### src/rtl/pilha_responder.sv
// pilha_responder: handshaked operand-stack responder (push/pop/peek/clear); optional high-water mark via PILHA_HWM_EN
module pilha_responder #(
  parameter int DEPTH = 16,
  parameter int WIDTH = 16,
  localparam int CW = $clog2(DEPTH) + 1
) (
  input  logic             clock,
  input  logic             reset,
  input  logic             req_valid,
  output logic             req_ready,
  input  logic [1:0]       req_op,
  input  logic [WIDTH-1:0] req_data,
  output logic             rsp_valid,
  input  logic             rsp_ready,
  output logic [WIDTH-1:0] rsp_data,
  output logic             rsp_err,
  output logic             err_sticky,
  output logic             full,
  output logic             empty,
  output logic [CW-1:0]    count,
  output logic [CW-1:0]    hwm
);
  localparam int AW = $clog2(DEPTH);
  localparam logic [1:0] OP_PUSH = 2'b00, OP_POP = 2'b01, OP_PEEK = 2'b10, OP_CLR = 2'b11;
  typedef enum logic [1:0] {IDLE, EXEC, RESP} state_t;
  state_t state_q, state_d;
  logic [1:0] op_q, op_d;
  logic [WIDTH-1:0] data_q, data_d, rsp_data_q, rsp_data_d;
  logic [CW-1:0] count_q, count_d;
  logic rsp_err_q, rsp_err_d, err_sticky_q, err_sticky_d;
  logic [WIDTH-1:0] mem [DEPTH];
  logic exec, is_read, push_ok, pop_ok, err, we;
  logic [AW-1:0] top;
  assign exec = state_q == EXEC;
  assign full = count_q == CW'(DEPTH);
  assign empty = count_q == '0;
  assign is_read = op_q == OP_POP || op_q == OP_PEEK;
  assign push_ok = op_q == OP_PUSH && !full;
  assign pop_ok = is_read && !empty;
  assign err = (op_q == OP_PUSH && full) || (is_read && empty);
  assign top = AW'(count_q - CW'(1));
  assign req_ready = state_q == IDLE;
  assign rsp_valid = state_q == RESP;
  assign rsp_data = rsp_data_q;
  assign rsp_err = rsp_err_q;
  assign err_sticky = err_sticky_q;
  assign count = count_q;
  assign we = exec && push_ok;
  // next state: latch command in IDLE, execute it for one cycle, hold response until taken
  always_comb begin
    state_d = state_q;
    op_d = op_q;
    data_d = data_q;
    count_d = count_q;
    rsp_data_d = rsp_data_q;
    rsp_err_d = rsp_err_q;
    err_sticky_d = err_sticky_q;
    case (state_q)
      IDLE: if (req_valid) begin
        op_d = req_op;
        data_d = req_data;
        state_d = EXEC;
      end
      EXEC: begin
        state_d = RESP;
        count_d = op_q == OP_CLR ? '0 : push_ok ? count_q + CW'(1) : (op_q == OP_POP && pop_ok) ? count_q - CW'(1) : count_q;
        rsp_data_d = push_ok ? data_q : pop_ok ? mem[top] : '0;
        rsp_err_d = err;
        err_sticky_d = op_q == OP_CLR ? 1'b0 : err_sticky_q | err;
      end
      RESP: state_d = rsp_ready ? IDLE : RESP;
      default: state_d = IDLE;
    endcase
  end
  // control and response registers; reset abandons any in-flight command
  always_ff @(posedge clock or posedge reset) begin
    if (reset) begin
      state_q <= IDLE;
      op_q <= OP_PUSH;
      data_q <= '0;
      count_q <= '0;
      rsp_data_q <= '0;
      rsp_err_q <= 1'b0;
      err_sticky_q <= 1'b0;
    end else begin
      state_q <= state_d;
      op_q <= op_d;
      data_q <= data_d;
      count_q <= count_d;
      rsp_data_q <= rsp_data_d;
      rsp_err_q <= rsp_err_d;
      err_sticky_q <= err_sticky_d;
    end
  end
  // stack storage, deliberately left uninitialised by reset
  always_ff @(posedge clock) begin
    if (we) mem[AW'(count_q)] <= data_q;
  end
`ifdef PILHA_HWM_EN
  logic [CW-1:0] hwm_q, hwm_d;
  assign hwm = hwm_q;
  // track the deepest occupancy reached since reset or CLEAR
  always_comb begin
    hwm_d = hwm_q;
    if (exec && op_q == OP_CLR) hwm_d = '0;
    else if (we && count_d > hwm_q) hwm_d = count_d;
  end
  // high-water mark register
  always_ff @(posedge clock or posedge reset) begin
    if (reset) hwm_q <= '0;
    else hwm_q <= hwm_d;
  end
`else
  assign hwm = '0;
`endif
endmodule

### config.mk
export PLATFORM = sky130hd
export DESIGN_NAME = pilha_responder
export DESIGN_NICKNAME = d
export VERILOG_FILES = /design/src/rtl/pilha_responder.sv
export SDC_FILE = /design/constraint.sdc
export NUM_CORES = 1
export LEC_CHECK = 0
export CAP_MARGIN = 40
export CORE_MARGIN = 2
export CORE_UTILIZATION = 50
export CTS_CLUSTER_DIAMETER = 50
export CTS_CLUSTER_SIZE = 25
export DETAILED_ROUTE_END_ITERATION = 7
export PLACE_DENSITY = 0.71
export SLEW_MARGIN = 15
export SYNTH_ARGS = -nofsm -noshare
export SYNTH_HDL_FRONTEND = slang
export SYNTH_SLANG_ARGS = --single-unit
### constraint.sdc
create_clock -name clock -period 4.65 [get_ports clock]
set_input_delay 0.93 -clock clock [delete_from_list [all_inputs] [get_ports clock]]
set_output_delay 0.93 -clock clock [all_outputs]
set_load 0.02 [all_outputs]
==> results by group <==
Status
  – Status: finished, final reports clean

Power and ir drop
  – P_int: 6.24 mW
  – VDD IR-drop max: 0.491 mV
  – Cell Pwr Density: 658 mW/mm^2
  – Tot Pwr: 9.29 mW
  – Static leakage: 4.78 nW
  – Sequential Power Share: 42.9%
  – Combinational power share: 31.8%
  – Clock power frac: 25.3%
  – Switching part of the total power: 32.9%
  – Net Sw Power: 3.06 mW

Synthesis
  – Post-synth EDFFs: 256
  – Async set-reset flop share out of synthesis: 14.4%
  – Ranking of synthesized cells by area: edfxtp_1 (64%), mux4_2 (12%), dfrtp_1 (9.0%)
  – Post-synth top flop: edfxtp_1
  – Top-count cell post-synth: edfxtp_1
  – Mapped Area: 0.0120 sq mm
  – Post-Syn Instances: 608
  – Area leader, netlist: edfxtp_1
  – Synth cell count leaders: edfxtp_1 (256), mux4_2 (64), dfrtp_1 (43)
  – Yosys cell types: 48
  – Seq/Total Area, Yosys: 73.0%
  – Syn_area_per_cell: 19.7 sq um
  – Top cell type's share of synthesized area: 64.0%
  – Number of synthesis warnings: 0
  – Flops & latches, synth: 299

Global routing
  – Largest net degree at the start of global routing: 38
  – Global route overflow: 0
  – First-pass GRT wire length: 39700 um
  – Initial antenna violation count: 0
  – Vias in the first global route: 6406
  – GRT Total Usage: 20.8%

Timing
  – Final setup vio count: 0
  – Sum Neg Setup Slack: 0 ns
  – Max-slew headroom: 43.3%
  – Final hold viol count: 0
  – Final worst-path cycle share: 87.9%
  – Final WS setup: 0.565 ns
  – RSZ-0062 raised after global routing: false
  – Worst Skew: 0.0313 ns
  – Maximum clock rate: 245 MHz
  – Pins Over Slew Limit: 0
  – Worst-Margin Slew: 0.848 ns
  – Hold WS: 0.477 ns
  – Min Tclk post-route: 4.09 ns

Critical path
  – CP peak stage delay: 0.73 ns
  – Crit path max-delay family: buffers and inverters
  – Worst reg2reg path endpoint: mem[1][6]
  – Reg2Reg Depth: 7
  – R2R Setup Slk: 1.28 ns
  – Crit. End Element: output port
  – Worst path slowest cell: clkdlybuf4s50_1
  – CP Data Required Time: 3.72 ns
  – Worst path arrival time: 3.16 ns
  – WP buf/inv: 2
  – Worst-path maximum fanout: 20
  – Crit path kind: flop to output port
  – CP startpoint kind: flop
  – RR Startpoint: count[0]
  – Crit-path cells: inv_2 > ha_2 > nor4b_2 > clkdlybuf4s50_1

Final layout
  – Util after Layout: 60.0%
  – Share of cells above drive strength 1: 27.5%
  – Area added between synthesis and finish: 17.7%
  – Fin area: 0.0141 sq mm
  – Antenna Cells: 0
  – Final cell count without fillers: 1017
  – Fin nets: 707

Min path
  – Hold Path Stages: 1
  – Hold wc startpoint: rsp_err
  – Hold endpoint: rsp_err
  – Type of the worst min-delay path: flop to flop

CTS
  – Cts hold-fix bufs: 0
  – Clock root buffer master: clkbuf_16
  – Clock transition at the registers of the reported paths: 0.07 ns
  – Clk sinks: 299
  – CTS resizes: 0
  – CTS max path bufs: 3
  – TritonCTS clock tree: done
  – H-Tree Depth: 1
  – Worst skew pair latency: 0.55 ns
  – Cts bufs inserted: 26
  – Post-CTS Setup Repair Bufs: 0

Place
  – Placed cells: 969
  – I/O Buffers: 48
  – Dpl cell area: 0.0132 sq mm
  – Routability Congestion: 0.815
  – DP Worst Slack: 1.14 ns
  – Final HPWL DP: 16700 um

Routing
  – Drt pass-1 iters: 4
  – ANT nets after route: 0
  – Vias per Instance: 6.02
  – Drt wl/cell: 25.3 um
  – Vias: 6126
  – Drt initial violations: 505
  – DRC viols: 0
  – Routed WL: 25700 um

Run
  – MaxCap Viol Count: 0

Floorplanning
  – Die X: 159 um
  – Initial core utilization: 51.0%
  – Die Y: 159 um
  – Die ar.: 0.0253 sq mm
  – CORE AREA: 0.0235 sq mm
  – I/O pins: 54
  – Cell Rows: 56
[power by group through the flow]
stage	registers (mW)	clock network [mW]	logic, mW
after global routing	4.05	2.50	3.15
after CTS	4.00	2.39	2.99
final	3.99	2.35	2.96
after detailed placement	4.06	0	2.98
after global placement	4.00	0	2.85
after floorplan	3.88	0	2.05
[sequential cells by signal, indices dropped and copies added (netlist names)]
name        flops
mem           256
data_q         16
rsp_data       16
count           5
op_q            2
state_q         2
err_sticky      1
rsp_err         1
[worst max-delay path by stage]
| stage | to | start | cells after the start |
|---|---|---|---|
| 6_report | empty | count[0] | 4 |
| 5_1_grt | empty | count[0] | 4 |
| 4_1_cts | empty | count[0] | 4 |
| 3_5_place_dp | empty | count[0] | 4 |
| 3_3_place_gp | rsp_data[13] | count[0] | 7 |
| 2_1_floorplan | mem[0][0] | count[0] | 9 |
[metal layers]
| layer | global-route usage [%] | up-vias | wire length [um] |
|---|---|---|---|
| li1 | - | 2602 | - |
| met1 | 28.5 | 3219 | 10600 |
| met2 | 34.3 | 249 | 12600 |
| met3 | 4.12 | 56 | 1780 |
| met4 | 6.28 | 0 | 802 |
| met5 | 0 | - | 0 |
[cell usage in the layout (no fill, tap or decap), types with 6 or more instances in the layout]
cell type,count
nor2_1,7
and2_1,14
o211ai_2,10
a2bb2oi_1,16
mux2i_1,17
edfxtp_1,256
mux2_2,33
nand2_1,26
o211ai_1,6
o21ai_0,7
dfrtp_1,42
mux4_2,64
clkdlybuf4s50_1,48
ha_1,6
clkbuf_16,27
inv_1,8
buf_8,15
nand3_1,18
buf_4,6
[area by class of cell]
type	count	area, sq um
Clock buffer	31	711
Multi-Input combinational cell	266	3060
Timing Repair Buffer	75	901
Fill cell	1691	9420
Tap cell	319	399
Inverter	10	37.5
Clock inverter	17	251
Sequential cell	299	8760
[cell families after synthesis]
logic type | synth area share, %
fa+ha+maj | 0.730
buf+inv | 1.86
other cells | 0.0312
compound gates | 4.11
mux | 16.5
flops | 73.0
xor+xnor | 0.146
simple gates | 3.60
No activity file was read; power rests on OpenSTA's default activity.
